==> config.mk <==
export PLATFORM = sky130hd
export DESIGN_NAME = axil_regport_bridge
export DESIGN_NICKNAME = d
export VERILOG_FILES = /design/src/rtl/axil_regport_bridge.sv
export SDC_FILE = /design/constraint.sdc
export NUM_CORES = 1
export LEC_CHECK = 0
export BUFFER_PORTS_ARGS = -buffer_cell sky130_fd_sc_hd__buf_2
export CAP_MARGIN = 40
export CELL_PAD_IN_SITES_DETAIL_PLACEMENT = 0
export CELL_PAD_IN_SITES_GLOBAL_PLACEMENT = 2
export CORE_MARGIN = 2
export CORE_UTILIZATION = 25
export DETAILED_ROUTE_END_ITERATION = 16
export HOLD_SLACK_MARGIN = 0.15
export PLACE_DENSITY = 0.71
export SLEW_MARGIN = 20
export SYNTH_ARGS = -nofsm -noshare
export SYNTH_HDL_FRONTEND = slang
export SYNTH_SLANG_ARGS = --single-unit
==> constraint.sdc <==
create_clock -name axi_aclk -period 1.55 [get_ports axi_aclk]
set_input_delay 0.0775 -clock axi_aclk [delete_from_list [all_inputs] [get_ports axi_aclk]]
set_output_delay 0.0775 -clock axi_aclk [all_outputs]
set_load 0.02 [all_outputs]
==> src/rtl/axil_regport_bridge.sv <==
// rtl/axil_regport_bridge.sv - AXI4-Lite slave bridged onto a single-cycle register-file port
// One transaction in flight; write/read alternate when both pending; fixed read latency RD_LAT.
module axil_regport_bridge #(
   parameter int RD_LAT = 1
) (
   input  logic        axi_aclk,
   input  logic        axi_aresetn,
   input  logic [11:0] s_axi_awaddr,
   input  logic [2:0]  s_axi_awprot,
   input  logic        s_axi_awvalid,
   output logic        s_axi_awready,
   input  logic [31:0] s_axi_wdata,
   input  logic [3:0]  s_axi_wstrb,
   input  logic        s_axi_wvalid,
   output logic        s_axi_wready,
   output logic [1:0]  s_axi_bresp,
   output logic        s_axi_bvalid,
   input  logic        s_axi_bready,
   input  logic [11:0] s_axi_araddr,
   input  logic [2:0]  s_axi_arprot,
   input  logic        s_axi_arvalid,
   output logic        s_axi_arready,
   output logic [31:0] s_axi_rdata,
   output logic [1:0]  s_axi_rresp,
   output logic        s_axi_rvalid,
   input  logic        s_axi_rready,
   output logic [11:0] regfile_addr,
   output logic [31:0] regfile_din,
   output logic        regfile_en,
   output logic [3:0]  regfile_we,
   input  logic [31:0] regfile_dout,
   output logic        regfile_rst
);

   typedef enum logic [2:0] {IDLE, WR, WRESP, RD, RWAIT, RRESP} state_t;

   localparam logic [2:0] LAT = 3'(RD_LAT);

   state_t     state;
   logic       armed;
   logic       last_wr;
   logic [2:0] lat_cnt;
   logic       wr_pend;
   logic       rd_pend;
   logic       unused_inputs;

   assign wr_pend = s_axi_awvalid & s_axi_wvalid;
   assign rd_pend = s_axi_arvalid;

   assign s_axi_bresp   = 2'b00;
   assign s_axi_rresp   = 2'b00;
   assign regfile_rst   = ~axi_aresetn;
   assign unused_inputs = ^{s_axi_awprot, s_axi_arprot, s_axi_awaddr[1:0], s_axi_araddr[1:0]};

   always_ff @(posedge axi_aclk or negedge axi_aresetn) begin
      if (!axi_aresetn) begin
         state         <= IDLE;
         armed         <= 1'b0;
         last_wr       <= 1'b0;
         lat_cnt       <= 3'd0;
         s_axi_awready <= 1'b0;
         s_axi_wready  <= 1'b0;
         s_axi_arready <= 1'b0;
         s_axi_bvalid  <= 1'b0;
         s_axi_rvalid  <= 1'b0;
         s_axi_rdata   <= 32'd0;
         regfile_en    <= 1'b0;
         regfile_we    <= 4'd0;
         regfile_addr  <= 12'd0;
         regfile_din   <= 32'd0;
      end else begin
         // armed stays low for the first edge after reset so no grant precedes the second edge
         armed <= 1'b1;
         case (state)
            IDLE: begin
               if (s_axi_awready) begin
                  s_axi_awready <= 1'b0;
                  s_axi_wready  <= 1'b0;
                  if (wr_pend) begin
                     regfile_en   <= 1'b1;
                     regfile_we   <= s_axi_wstrb;
                     regfile_addr <= {s_axi_awaddr[11:2], 2'b00};
                     regfile_din  <= s_axi_wdata;
                     last_wr      <= 1'b1;
                     state        <= WR;
                  end
               end else if (s_axi_arready) begin
                  s_axi_arready <= 1'b0;
                  if (rd_pend) begin
                     regfile_en   <= 1'b1;
                     regfile_we   <= 4'd0;
                     regfile_addr <= {s_axi_araddr[11:2], 2'b00};
                     last_wr      <= 1'b0;
                     state        <= RD;
                  end
               end else if (armed) begin
                  if (wr_pend && (!rd_pend || !last_wr)) begin
                     s_axi_awready <= 1'b1;
                     s_axi_wready  <= 1'b1;
                  end else if (rd_pend) begin
                     s_axi_arready <= 1'b1;
                  end
               end
            end
            WR: begin
               regfile_en   <= 1'b0;
               regfile_we   <= 4'd0;
               s_axi_bvalid <= 1'b1;
               state        <= WRESP;
            end
            WRESP: begin
               if (s_axi_bready) begin
                  s_axi_bvalid <= 1'b0;
                  state        <= IDLE;
               end
            end
            RD: begin
               regfile_en <= 1'b0;
               lat_cnt    <= 3'd1;
               state      <= RWAIT;
            end
            RWAIT: begin
               if (lat_cnt == LAT) begin
                  s_axi_rdata  <= regfile_dout;
                  s_axi_rvalid <= 1'b1;
                  state        <= RRESP;
               end else begin
                  lat_cnt <= lat_cnt + 3'd1;
               end
            end
            RRESP: begin
               if (s_axi_rready) begin
                  s_axi_rvalid <= 1'b0;
                  state        <= IDLE;
               end
            end
            default: state <= IDLE;
         endcase
      end
   end

endmodule

Word level (Yosys, flattened, before mapping). Cells that the tools add are included.

Register bits: 94. Output and inout port bits: 91.

Add/subtract/negate cells: 1. Equality and inequality tests: 15. Mux-type cells: 44. Bitwise operators: 3. Reduce and logical (&&, ||, !) cells: 26.

Operators by type and width (count): two-way mux 12 bit (4); two-way mux 3 bit (8); two-way mux 1 bit (22); one-hot mux 3 bit (6 select lines) (1); nonzero test 2 bit (9); two-way mux 4 bit (4); AND reduction 4 bit (4); != test 2 bit, second input constant (5); != test 3 bit, second input constant (3); one-hot mux 4 bit (2 select lines) (1); AND reduction 2 bit (4); equality test 3 x 1 -> 1 bit, second input constant (2); equality test 3 x 2 -> 1 bit, second input constant (2); equality test 3 bit, second input constant (2); one-hot mux 1 bit (2 select lines) (3); one-hot mux 3 bit (2 select lines) (1); AND reduction 3 bit (2); AND reduction 6 bit (1); adder 3 x 1 -> 3 bit, second input constant (1); zero test 3 bit (1); zero test 1 bit (2); != test 2 x 1 -> 1 bit, second input constant (1); NOT 1 bit (2); OR reduction 2 bit (1); 3 further kinds (3).

Depth between registers and ports, before layout. Gate-level depths: netlist of run 1.

Word-level depth: 7. Depth in mapped cells: 6. Mapped depth without buffers: 5.

Least setup slack after synthesis of run 1. No wires, ideal clock.

Path kind: reg-to-reg. From: reg s_axi_awready. To: reg regfile_addr[10]. Library setup time: 0.127 ns. Data arrival time: 1.614 ns. Data required time: 1.423 ns. Setup slack: -0.191 ns. Stages on the path, launching flop included: 5. Path buffers: 2. Cell sequence: dfrtp_1 > buf_2 > clkbuf_1 > mux2_2 > mux2_1.

Word-level cells in the longest chain between the ends: 2. Elaborated cells between the ends (all ways): 5.

RTL lines: start, declared (line 11) `output logic s_axi_awready,`; start signal, assigned (line 61) `s_axi_awready <= 1'b0;`; start signal, assigned (line 77) `s_axi_awready <= 1'b0;`; start signal, assigned (line 98) `s_axi_awready <= 1'b1;`; != test 2 x 1 -> 1 bit (no source line) or nonzero test 2 bit (tied branches); AND reduction 4 bit (no source line); end signal, assigned (line 82) `regfile_addr <= {s_axi_awaddr[11:2], 2'b00};`; end signal, assigned (line 92) `regfile_addr <= {s_axi_araddr[11:2], 2'b00};`; end, declared (line 27) `output logic [11:0] regfile_addr,`.

Several ways; a longest one is shown, not always the timed one. A chain may end at the register's enable or synchronous reset.

Worst setup path in the final report of run 1.
From: reg state[1]. To: reg regfile_din[16].

Word-level cells in the longest chain between the ends: 2.

RTL lines: start, declared (line 39) `state_t state;`; start signal, assigned (line 57) `state <= IDLE;`; start signal, assigned (line 85) `state <= WR;`; start signal, assigned (line 94) `state <= RD;`; zero test 3 bit (line 74) `case (state)`; AND reduction 3 bit (no source line); end signal, assigned (line 83) `regfile_din <= s_axi_wdata;`; end, declared (line 28) `output logic [31:0] regfile_din,`.

No other way between the ends.

==> results of run 1 <==
synth_stat cells (2+ instances only):
cell	count	area, um2
o211ai_1	2	15.0
nor2_1	4	15.0
nand3b_1	4	30.0
mux2_4	30	450
buf_6	2	22.5
mux2_1	15	169
o31ai_1	2	15.0
nor2b_1	4	25.0
a211oi_1	2	15.0
inv_1	6	22.5
a21o_1	2	15.0
buf_12	3	60.1
a211o_1	2	17.5
buf_4	6	45.0
nand2b_1	2	12.5
and3_1	5	31.3
nand2_1	7	26.3
mux2_2	43	484
conb_1	2	7.51
buf_2	5	25.0
ha_1	2	25.0
clkbuf_1	3	11.3
a21oi_1	7	35.0
nand3_1	3	15.0
dfrtp_1	92	2300
o21ai_0	3	15.0
layer usage:
metal	global-route usage, %	vias to the layer above	routed length [um]
li1	-	1557	-
met1	15.1	1624	4990
met2	21.2	90	5700
met3	3.65	9	679
met4	3.94	0	139
met5	0	-	0
final cells by class:
cell class | count | area (um2)
Multi-Input combinational cell | 160 | 1700
Sequential cell | 92 | 2300
Fill cell | 1471 | 8970
Clock buffer | 9 | 225
Timing Repair Buffer | 308 | 2220
Tap cell | 216 | 270
Clock inverter | 7 | 124
Inverter | 6 | 22.5
flip-flops by register name, indices dropped and copies added, names as in the netlist:
| signal | cells |
|---|---|
| regfile_din | 32 |
| s_axi_rdata | 32 |
| regfile_addr | 10 |
| regfile_we | 4 |
| lat_cnt | 3 |
| state | 3 |
| armed | 1 |
| last_wr | 1 |
| regfile_en | 1 |
| s_axi_arready | 1 |
| s_axi_awready | 1 |
| s_axi_bvalid | 1 |
| s_axi_rvalid | 1 |
| s_axi_wready | 1 |
metrics by stage:
step | TNS (ns) | cell area [um2] | hold slack (ns)
floorplan | -2.59 | 4080 | -0.218
global placement | -6.47 | 5300 | 0.0205
detailed placement | -7.29 | 5300 | 0.0290
CTS | -2.03 | 6680 | 0.170
global route | -4.51 | 6860 | 0.204
finish | -2.29 | 6860 | 0.177
worst min path at each step:
stage | depth (start not counted) | slack (ns) | from | to
3_3_place_gp | 1 | 0.02 | axi_aresetn | regfile_din[24]
6_report | 3 | 0.18 | s_axi_awvalid | last_wr
4_1_cts | 3 | 0.17 | s_axi_awvalid | last_wr
2_1_floorplan | 0 | -0.22 | axi_aresetn | armed
5_1_grt | 3 | 0.20 | s_axi_awvalid | last_wr
3_5_place_dp | 1 | 0.03 | axi_aresetn | regfile_din[24]
repair_timing:
| item | in CTS | in global routing |
|---|---|---|
| buffers inserted | 2 | 5 |
| endpoints found under the setup margin | 79 | 78 |
| gates resized for setup | 19 | 15 |
| gates cloned | 0 | 4 |
| pin swaps | 0 | 3 |
| hold buffers | 94 | 0 |
| hold endpoints to repair | 176 | 0 |
cells in the final DEF, fill, tap and decap left out, types with 4 or more instances in the layout:
master and instances:
a21oi_1 7, buf_6 4, buf_2 178, nand2_1 7, buf_4 25, nand3b_1 4
dlygate4sd3_1 94, and3_1 5, dfrtp_1 91, buf_12 4, clkbuf_16 12, inv_1 6
mux2_4 51, conb_1 7, mux2_2 37
cell families after synthesis:
family | Yosys count
other cells | 2
fa+ha+maj | 2
mux | 88
flops | 92
compound gates | 28
buf+inv | 25
simple gates | 35
critical path: stages, from the launching register on:
cell and delay [ns]:
dfrtp_1 0.39, or3_4 0.45, nor2_8 0.18, clkbuf_16 0.20, mux2_4 0.30
power by group through the flow:
stage	Sequential (W)	Clock, W	Combinational, W
4_1_cts	0.00404	0.00265	0.00581
6_report	0.00406	0.00256	0.00622
3_3_place_gp	0.00403	0	0.00527
2_1_floorplan	0.00527	0	0.00221
3_5_place_dp	0.00405	0	0.00535
5_1_grt	0.00420	0.00275	0.00667
==> impl_metrics.py, run 1 <==
metrics = {
    "placement": {
        "gp_congestion": 0.718,
        "dp_cells": 677,
        "pre_cts_slack_ns": -0.174,
        "io_buffers": 179,
        "dp_hpwl_mm": 7.46,
    },
    "run_status": {
        "violations": "setup timing",
        "status": "finished, violations left",
    },
    "worst_setup_path": {
        "crit_start": "state[1]",
        "reg2reg_depth": 4,
        "r2r_slack_ns": -0.08,
        "r2r_end": "regfile_din[16]",
        "endpoint_kind": "register",
        "cp-start-kind": "register",
        "crit_fanout": 9,
        "critPathArrivalTime_ns": 1.86,
        "cp.required_ns": 1.78,
        "worstSetupPathType": "reg2reg",
        "cp-endpoint": "regfile_din[16]",
        "reg2reg_from": "state[1]",
    },
    "floorplanning": {
        "die_h_um": 131,
        "core-area_um2": 15800,
        "dieWidth_um": 131,
        "die-area_um2": 17200,
        "top_level_ports": 196,
        "start_util_pct": 25.5,
        "rows": 46,
    },
    "global_route": {
        "grt_max_degree": 33,
        "grt_pass1_vias": 3304,
        "grt_overflow": 0,
        "track_usage_pct": 12.4,
        "grt_pass1_wl_mm": 16.5,
        "antenna_found_initial": 0,
    },
    "cells_and_area": {
        "utilization_pct": 43.4,
        "synthToLayoutAreaGrowth_pct": 69.9,
        "drive_above_1_share_pct": 56.9,
        "final_cells": 798,
        "nets": 684,
        "antenna_cells": 0,
    },
    "clocking": {
        "clkLatencyLatePin_ns": 0.34,
        "htreeDepth": 3,
        "cts_made_buffers": 9,
        "clk_pin_slew_ns": 0.07,
        "cts_root_buffer": "clkbuf_16",
        "cts_tree": "built",
        "cts_buffer_depth": 2,
        "cts.sinks": 92,
    },
    "power": {
        "sw_frac_of_total_pct": 36.2,
        "vdd_drop_max_uv": 634,
        "seq_power_share_pct": 31.6,
        "power_frac_clock_pct": 19.9,
        "fin_total_pwr_w": 0.0128,
        "switchingPower_w": 0.00465,
        "leakage_nw": 3.40,
        "power.internal_w": 0.00819,
        "powerDensity_nw_per_um2": 1870,
        "pwr-share-comb_pct": 48.5,
    },
    "synthesis": {
        "syn_area_um2": 4040,
        "synth_simple_gate_area_share_pct": 5.14,
        "syn_avg_cell_area_um2": 14.8,
        "ys_seq_area_share_pct": 57.0,
        "synth_xor_xnor_area_share_pct": 0,
        "synth_warnings": 0,
        "synthArstFlopShare_pct": 100,
        "ys_types": 40,
        "synthMuxAreaShare_pct": 27.3,
        "synth_top_family_by_area": "multiplexers",
        "synth-edff-count": 0,
        "synthAdderAreaFrac_pct": 0.620,
        "ys_ff_latch": 92,
        "synthFlopType": "dfrtp_1",
        "syn_inst": 272,
        "synth_compound_area_share_pct": 5.08,
    },
    "routing": {
        "vias": 3280,
        "drtAntennaViolNets": 0,
        "drtPass1Iterations": 4,
        "drcViolationCount": 0,
        "wl_per_cell_um": 14.4,
        "drt_iter0_drc": 119,
        "wl_mm": 11.5,
        "avgViaCountPerCell": 4.11,
    },
    "sta": {
        "hold_viol_final": 0,
        "finalMaxSlewViolations": 0,
        "setup_slack_ns": -0.0762,
        "rsz0062_at_grt": "true",
        "period_minus_slack_ns": 1.63,
        "max_freq_ghz": 0.615,
        "fin_crit_sh_pct": 105,
        "setup_violations": 42,
        "skew_ns": 0.00939,
    },
    "min_path": {
        "min_path_type": "in2reg",
    },
    "run": {
        "maxCapViolCount": 0,
    },
}
Note: power is estimated with default switching activity, not from simulation.
==> inputs of run 2 (changes only) <==
--- a/config.mk
+++ b/config.mk
@@ -5,15 +5,16 @@
 export SDC_FILE = /design/constraint.sdc
 export NUM_CORES = 1
 export LEC_CHECK = 0
+export ABC_AREA = 1
 export BUFFER_PORTS_ARGS = -buffer_cell sky130_fd_sc_hd__buf_2
 export CAP_MARGIN = 40
 export CELL_PAD_IN_SITES_DETAIL_PLACEMENT = 0
 export CELL_PAD_IN_SITES_GLOBAL_PLACEMENT = 2
 export CORE_MARGIN = 2
-export CORE_UTILIZATION = 25
+export CORE_UTILIZATION = 22
 export DETAILED_ROUTE_END_ITERATION = 16
 export HOLD_SLACK_MARGIN = 0.15
-export PLACE_DENSITY = 0.71
+export PLACE_DENSITY = 0.73
 export SLEW_MARGIN = 20
 export SYNTH_ARGS = -nofsm -noshare
 export SYNTH_HDL_FRONTEND = slang
==> run 2 against run 1 <==
The run now ends clean; synthesized cell count grew 78%; first-iteration DRC count rose by 27%; fmax increased by 18%; worst setup slack improved by 0.25 ns; critical path type unchanged.
==> impl_metrics.py, run 2 <==
metrics = {
    "run_status": {
        "status": "complete, no violations",
    },
    "global_route": {
        "grt_pass1_vias": 4034,
        "grt_pass1_wl_mm": 19.6,
        "track_usage_pct": 12.5,
        "grt_max_degree": 50,
        "antenna_found_initial": 0,
        "grt_overflow": 0,
    },
    "clocking": {
        "htreeDepth": 3,
        "clkLatencyLatePin_ns": 0.34,
        "postCtsSetupBuffers": 0,
        "cts_buffer_depth": 2,
        "cts_root_buffer": "clkbuf_16",
        "cts_made_buffers": 9,
        "cts.sinks": 92,
        "clk_pin_slew_ns": 0.07,
        "cts_tree": "built",
    },
    "power": {
        "leakage_nw": 3.58,
        "fin_total_pwr_w": 0.0116,
        "powerDensity_nw_per_um2": 1810,
        "vdd_drop_max_uv": 673,
    },
    "worst_setup_path": {
        "worstSetupPathType": "reg2reg",
        "cp.required_ns": 1.83,
        "path_cells": "inv_1 -> ha_1 -> nand2_1 -> clkinv_1 -> buf_4 -> nand3_1 -> nand2_1",
        "cpMostUsedCell": "nand2_1",
        "r2r_slack_ns": 0.17,
        "path_delay_family": "buffers and inverters",
        "critPathArrivalTime_ns": 1.66,
        "critical-path-slowest-cell": "dfrtp_1",
        "crit_fanout": 32,
        "slowest_delay_ns": 0.41,
        "cp-start-kind": "register",
        "path_buf_inv": 3,
        "endpoint_kind": "register",
    },
    "cells_and_area": {
        "final_cell_mix": "nand2_1, buf_2, dfrtp_1, dlygate4sd3_1, nand3_1",
        "final_cells": 989,
        "utilization_pct": 35.9,
        "nets": 862,
        "drive_above_1_share_pct": 28.9,
        "synthToLayoutAreaGrowth_pct": 61.0,
        "final_common_cell": "nand2_1",
        "antenna_cells": 0,
        "reg_top3": "regfile_din: 32 flops, s_axi_rdata: 32 flops, regfile_addr: 10 flops",
        "nFillCells": 1843,
    },
    "routing": {
        "drtAntennaViolNets": 0,
        "drcViolationCount": 0,
        "drt_iter0_drc": 151,
        "avgViaCountPerCell": 4.05,
        "wl_per_cell_um": 11.9,
        "drtPass1Iterations": 4,
        "vias": 4001,
        "wl_mm": 11.8,
    },
    "synthesis": {
        "syn_inst": 483,
        "yosys.area.top_type": "dfrtp_1",
        "ys_ff_latch": 92,
        "synthArstFlopShare_pct": 100,
        "synth-edff-count": 0,
        "synth_top_area_share_pct": 57.9,
        "ys_seq_area_share_pct": 57.9,
        "syn_avg_cell_area_um2": 8.24,
        "yosys.cell_count.top_type": "nand2_1",
        "ys_types": 23,
        "synthTopCellsByCount": "nand2_1, dfrtp_1, nand3_1",
        "synth_warnings": 0,
        "synthFlopType": "dfrtp_1",
        "syn_area_um2": 3980,
        "synthTopCellsByArea": "dfrtp_1, nand2_1, nand3_1",
    },
    "placement": {
        "gp_congestion": 0.748,
        "dp_cells": 881,
        "io_buffers": 179,
        "dp_hpwl_mm": 7.95,
    },
    "floorplanning": {
        "die_h_um": 138,
        "rows": 49,
        "core-area_um2": 17800,
        "start_util_pct": 22.3,
        "die-area_um2": 19200,
        "dieWidth_um": 138,
        "top_level_ports": 196,
    },
    "sta": {
        "skew_ns": 0.00615,
        "worst_pin_slew_ns": 0.563,
        "rsz0062_at_grt": "false",
        "hold_viol_final": 0,
        "fin_crit_sh_pct": 88.9,
        "max-slew-margin-rel_pct": 62.5,
        "period_minus_slack_ns": 1.38,
        "setup_violations": 0,
        "finalMaxSlewViolations": 0,
        "finalSetupTns_ns": 0,
        "max_freq_ghz": 0.726,
    },
    "min_path": {
        "min_path_type": "in2reg",
    },
    "run": {
        "maxCapViolCount": 0,
    },
}
## run 2: per-stage QoR
| step | hold slack, ns | setup slack [ns] | instance area, um2 |
|---|---|---|---|
| 2_1_floorplan | -0.218 | 0.186 | 4000 |
| 3_3_place_gp | 0.135 | 0.0822 | 5130 |
| 3_5_place_dp | 0.134 | 0.0812 | 5130 |
| 4_1_cts | 0.170 | 0.0620 | 6400 |
| 5_1_grt | 0.257 | 0.0494 | 6410 |
| 6_report | 0.200 | 0.172 | 6410 |
## run 2: power by group
part	switching, W	internal, W	total (W)
sequential	0.000599	0.00347	0.00407
combinational	0.00328	0.00167	0.00496
clock	0.000922	0.00166	0.00258
## run 2: area by class of cell
type / count / area [um2] / share of cell area, %
clock buffers: 12 / 256 / 4.00
clock inverters: 4 / 95.1 / 1.48
inverters: 25 / 96.3 / 1.50
multi-input cells: 345 / 1430 / 22.3
flip-flops and latches: 92 / 2300 / 35.9
well taps: 229 / 287 / 4.47
repair buffers: 282 / 1940 / 30.3
## run 2: final timing paths
| check | startpoint | endpoint | cells after the start |
|---|---|---|---|
| worst min register to register | s_axi_rdata[22] | s_axi_rdata[22] | 2 |
| worst max-delay path | lat_cnt[1] | s_axi_rdata[12] | 7 |
| worst max register to register | lat_cnt[1] | s_axi_rdata[12] | 7 |
| max in group asynchronous | axi_aresetn | regfile_din[17] | 3 |
| min in group asynchronous | axi_aresetn | s_axi_rdata[4] | 3 |
| worst min-delay path | s_axi_wvalid | s_axi_arready | 6 |
## run 2: cell families (layout without fill, tap and decap cells)
family / Yosys count / in the layout / synth area share, %
flops: 92 / 92 / 57.9
xor+xnor: 1 / 1 / 0.220
simple gates: 325 / 325 / 33.0
compound gates: 10 / 10 / 1.35
buf+inv: 51 / 323 / 6.73
fa+ha+maj: 2 / 2 / 0.629
other cells: 2 / 7 / 0.189
## run 2: worst min-delay path: stages
cell	delay, ns
buf_2	0.08
nand2_1	0.04
inv_1	0.09
nand2_1	0.08
nand4_1	0.07
o21ai_0	0.07
## run 2: layer usage
metal  up-vias  wire [um]  track usage (%)
met3        17        693             3.12
met5         -          0                0
li1       2016          -                -
met2       141       5520             20.7
met1      1827       5300             15.4
met4         0        261             5.37
## run 2: repair_timing
item	CTS	global route
hold endpoints to repair	176	0
hold buffers	92	0
gates resized for setup	0	3
endpoints found under the setup margin	0	35
==> inputs of run 3 (changes only) <==
==> constraint.sdc (replaced) <==
create_clock -name axi_aclk -period 1.55 [get_ports axi_aclk]
set_input_delay 0.0775 -clock axi_aclk [delete_from_list [all_inputs] [get_ports axi_aclk]]
set_output_delay 0.0775 -clock axi_aclk [all_outputs]
set_load 0.1 [all_outputs]
==> run 3 against run 2 <==
Sequential share of layout area rose by 0.27 points; global-route usage rose by 0.11 points; sequential cell count unchanged; cell count is 0.20% higher; fmax shrank 2.2%; largest cell class unchanged; design area decreased by 0.53%; clock skew increased by 0.0015 ns; utilization is 0.19 points lower; worst setup slack lost 0.031 ns.
==> impl_metrics.py, run 3 (synthesized netlist as in run 2, its figures left out) <==
metrics = {
    "routing": {
        "drtAntennaViolNets": 0,
        "wl_per_cell_um": 12.0,
        "drtPass1Iterations": 4,
        "wl_met3_um": 721,
        "avgViaCountPerCell": 4.00,
        "drt_iter0_drc": 93,
        "wl_met1_mm": 5.29,
        "maxUsedRoutingLayer": "met4",
        "vias": 3968,
        "wl_mm": 11.9,
        "dr_wl_met2_mm": 5.70,
        "drcViolationCount": 0,
    },
    "sta": {
        "finalMaxSlewViolations": 0,
        "finalSetupTns_ns": 0,
        "period_minus_slack_ns": 1.41,
        "fin_crit_sh_pct": 90.9,
        "max-slew-margin-rel_pct": 58.9,
        "worst_pin_slew_ns": 0.616,
        "hold_viol_final": 0,
        "rsz0062_at_grt": "false",
        "skew_ns": 0.00764,
        "setup_violations": 0,
        "whs_ns": 0.183,
        "max_freq_ghz": 0.710,
    },
    "min_path": {
        "min_path_type": "in2reg",
        "min_to": "s_axi_arready",
        "hold_depth": 6,
        "hold_start": "s_axi_wvalid",
    },
    "cells_and_area": {
        "final_common_cell": "nand2_1",
        "synthToLayoutAreaGrowth_pct": 60.2,
        "fin_area_um2": 6370,
        "nets": 865,
        "drive_above_1_share_pct": 29.3,
        "antenna_cells": 0,
        "final_cell_mix": "nand2_1, buf_2, dlygate4sd3_1",
        "reg_top3": "regfile_din: 32 flops, s_axi_rdata: 32 flops, regfile_addr: 10 flops",
    },
    "floorplanning": {
        "start_util_pct": 22.3,
        "dieWidth_um": 138,
        "top_level_ports": 196,
        "die_h_um": 138,
        "core-area_um2": 17800,
        "rows": 49,
        "die-area_um2": 19200,
    },
    "worst_setup_path": {
        "reg2reg_depth": 6,
        "critical-path-slowest-cell": "dfrtp_1",
        "cp.required_ns": 1.83,
        "critPathArrivalTime_ns": 1.69,
        "crit_fanout": 20,
        "r2r_end": "regfile_din[16]",
        "r2r_slack_ns": 0.14,
        "endpoint_kind": "register",
        "reg2reg_from": "state[1]",
        "cp-start-kind": "register",
        "path_delay_family": "simple AND/OR/NAND/NOR gates",
        "path_buf_inv": 1,
        "slowest_delay_ns": 0.43,
        "path_cells": "nor2_4 -> nand2_2 -> nor2_4 -> buf_4 -> nand2_1 -> nand2_1",
        "worstSetupPathType": "reg2reg",
    },
    "global_route": {
        "grt_max_degree": 46,
        "grt_pass1_vias": 4007,
        "grt_pass1_wl_mm": 19.7,
        "antenna_found_initial": 0,
        "grt_overflow": 0,
        "track_usage_pct": 12.6,
    },
    "clocking": {
        "cts.sinks": 92,
        "cts_root_buffer": "clkbuf_16",
        "postCtsSetupBuffers": 0,
        "cts_made_buffers": 9,
        "clk_pin_slew_ns": 0.07,
        "clkLatencyLatePin_ns": 0.34,
        "cts_tree": "built",
        "cts_buffer_depth": 2,
        "htreeDepth": 3,
    },
    "placement": {
        "dp_hpwl_mm": 8.16,
        "io_buffers": 179,
        "placed_cell_area_um2": 5140,
        "gp_congestion": 0.723,
    },
    "run_status": {
        "status": "complete, no violations",
    },
    "run": {
        "maxCapViolCount": 0,
    },
}
==> run 3: worst max path at each step <==
stage | start | to | slack [ns] | depth (start not counted)
after floorplan | s_axi_awready | regfile_addr[10] | 0.004 | 10
after global placement | state[1] | regfile_din[18] | 0.10 | 6
after detailed placement | state[1] | regfile_din[5] | 0.05 | 6
after CTS | state[1] | regfile_din[27] | 0.05 | 6
after global routing | lat_cnt[0] | lat_cnt[0] | 0.01 | 7
final | state[1] | regfile_din[16] | 0.14 | 6
==> run 3: timing repair <==
action,4_1_cts,5_1_grt
setup endpoints to repair,1,20
resized for setup,1,2
hold endpoints to repair,176,0
pin swaps,0,0
hold buffers,93,0
==> run 3: layout make-up <==
| class | count | area [um2] |
|---|---|---|
| Clock buffer | 11 | 253 |
| Clock inverter | 4 | 48.8 |
| Fill cell | 1872 | 11500 |
| Inverter | 25 | 96.3 |
| Multi-Input combinational cell | 345 | 1430 |
| Sequential cell | 92 | 2310 |
| Tap cell | 229 | 287 |
| Timing Repair Buffer | 285 | 1950 |
==> run 3: per-layer routing <==
layer | GRT usage [%] | up-vias
li1 | - | 2021
met3 | 3.39 | 12
met1 | 15.2 | 1814
met5 | 0 | -
met2 | 21.3 | 121
met4 | 4.94 | 0
==> run 3: worst reg2reg max path, delay by kind of cell, from the launching register on <==
family	cells	cell delay, ns
buf+inv	1	0.27
flops	1	0.43
simple gates	5	0.65
==> run 3: per-stage QoR <==
stage                     utilization (%)  std cells  worst slack [ns]
after global placement               28.8        883             0.105
after global routing                 35.7        991            0.0148
after detailed placement             28.8        883            0.0545
final                                35.7        991             0.141
after floorplan                         -        488           0.00417
after CTS                            35.7        991            0.0503
Power of run 3 is left out: the tool's default activity adds up to more than one toggle a clock period on the data nets, which glitch-free logic cannot reach.
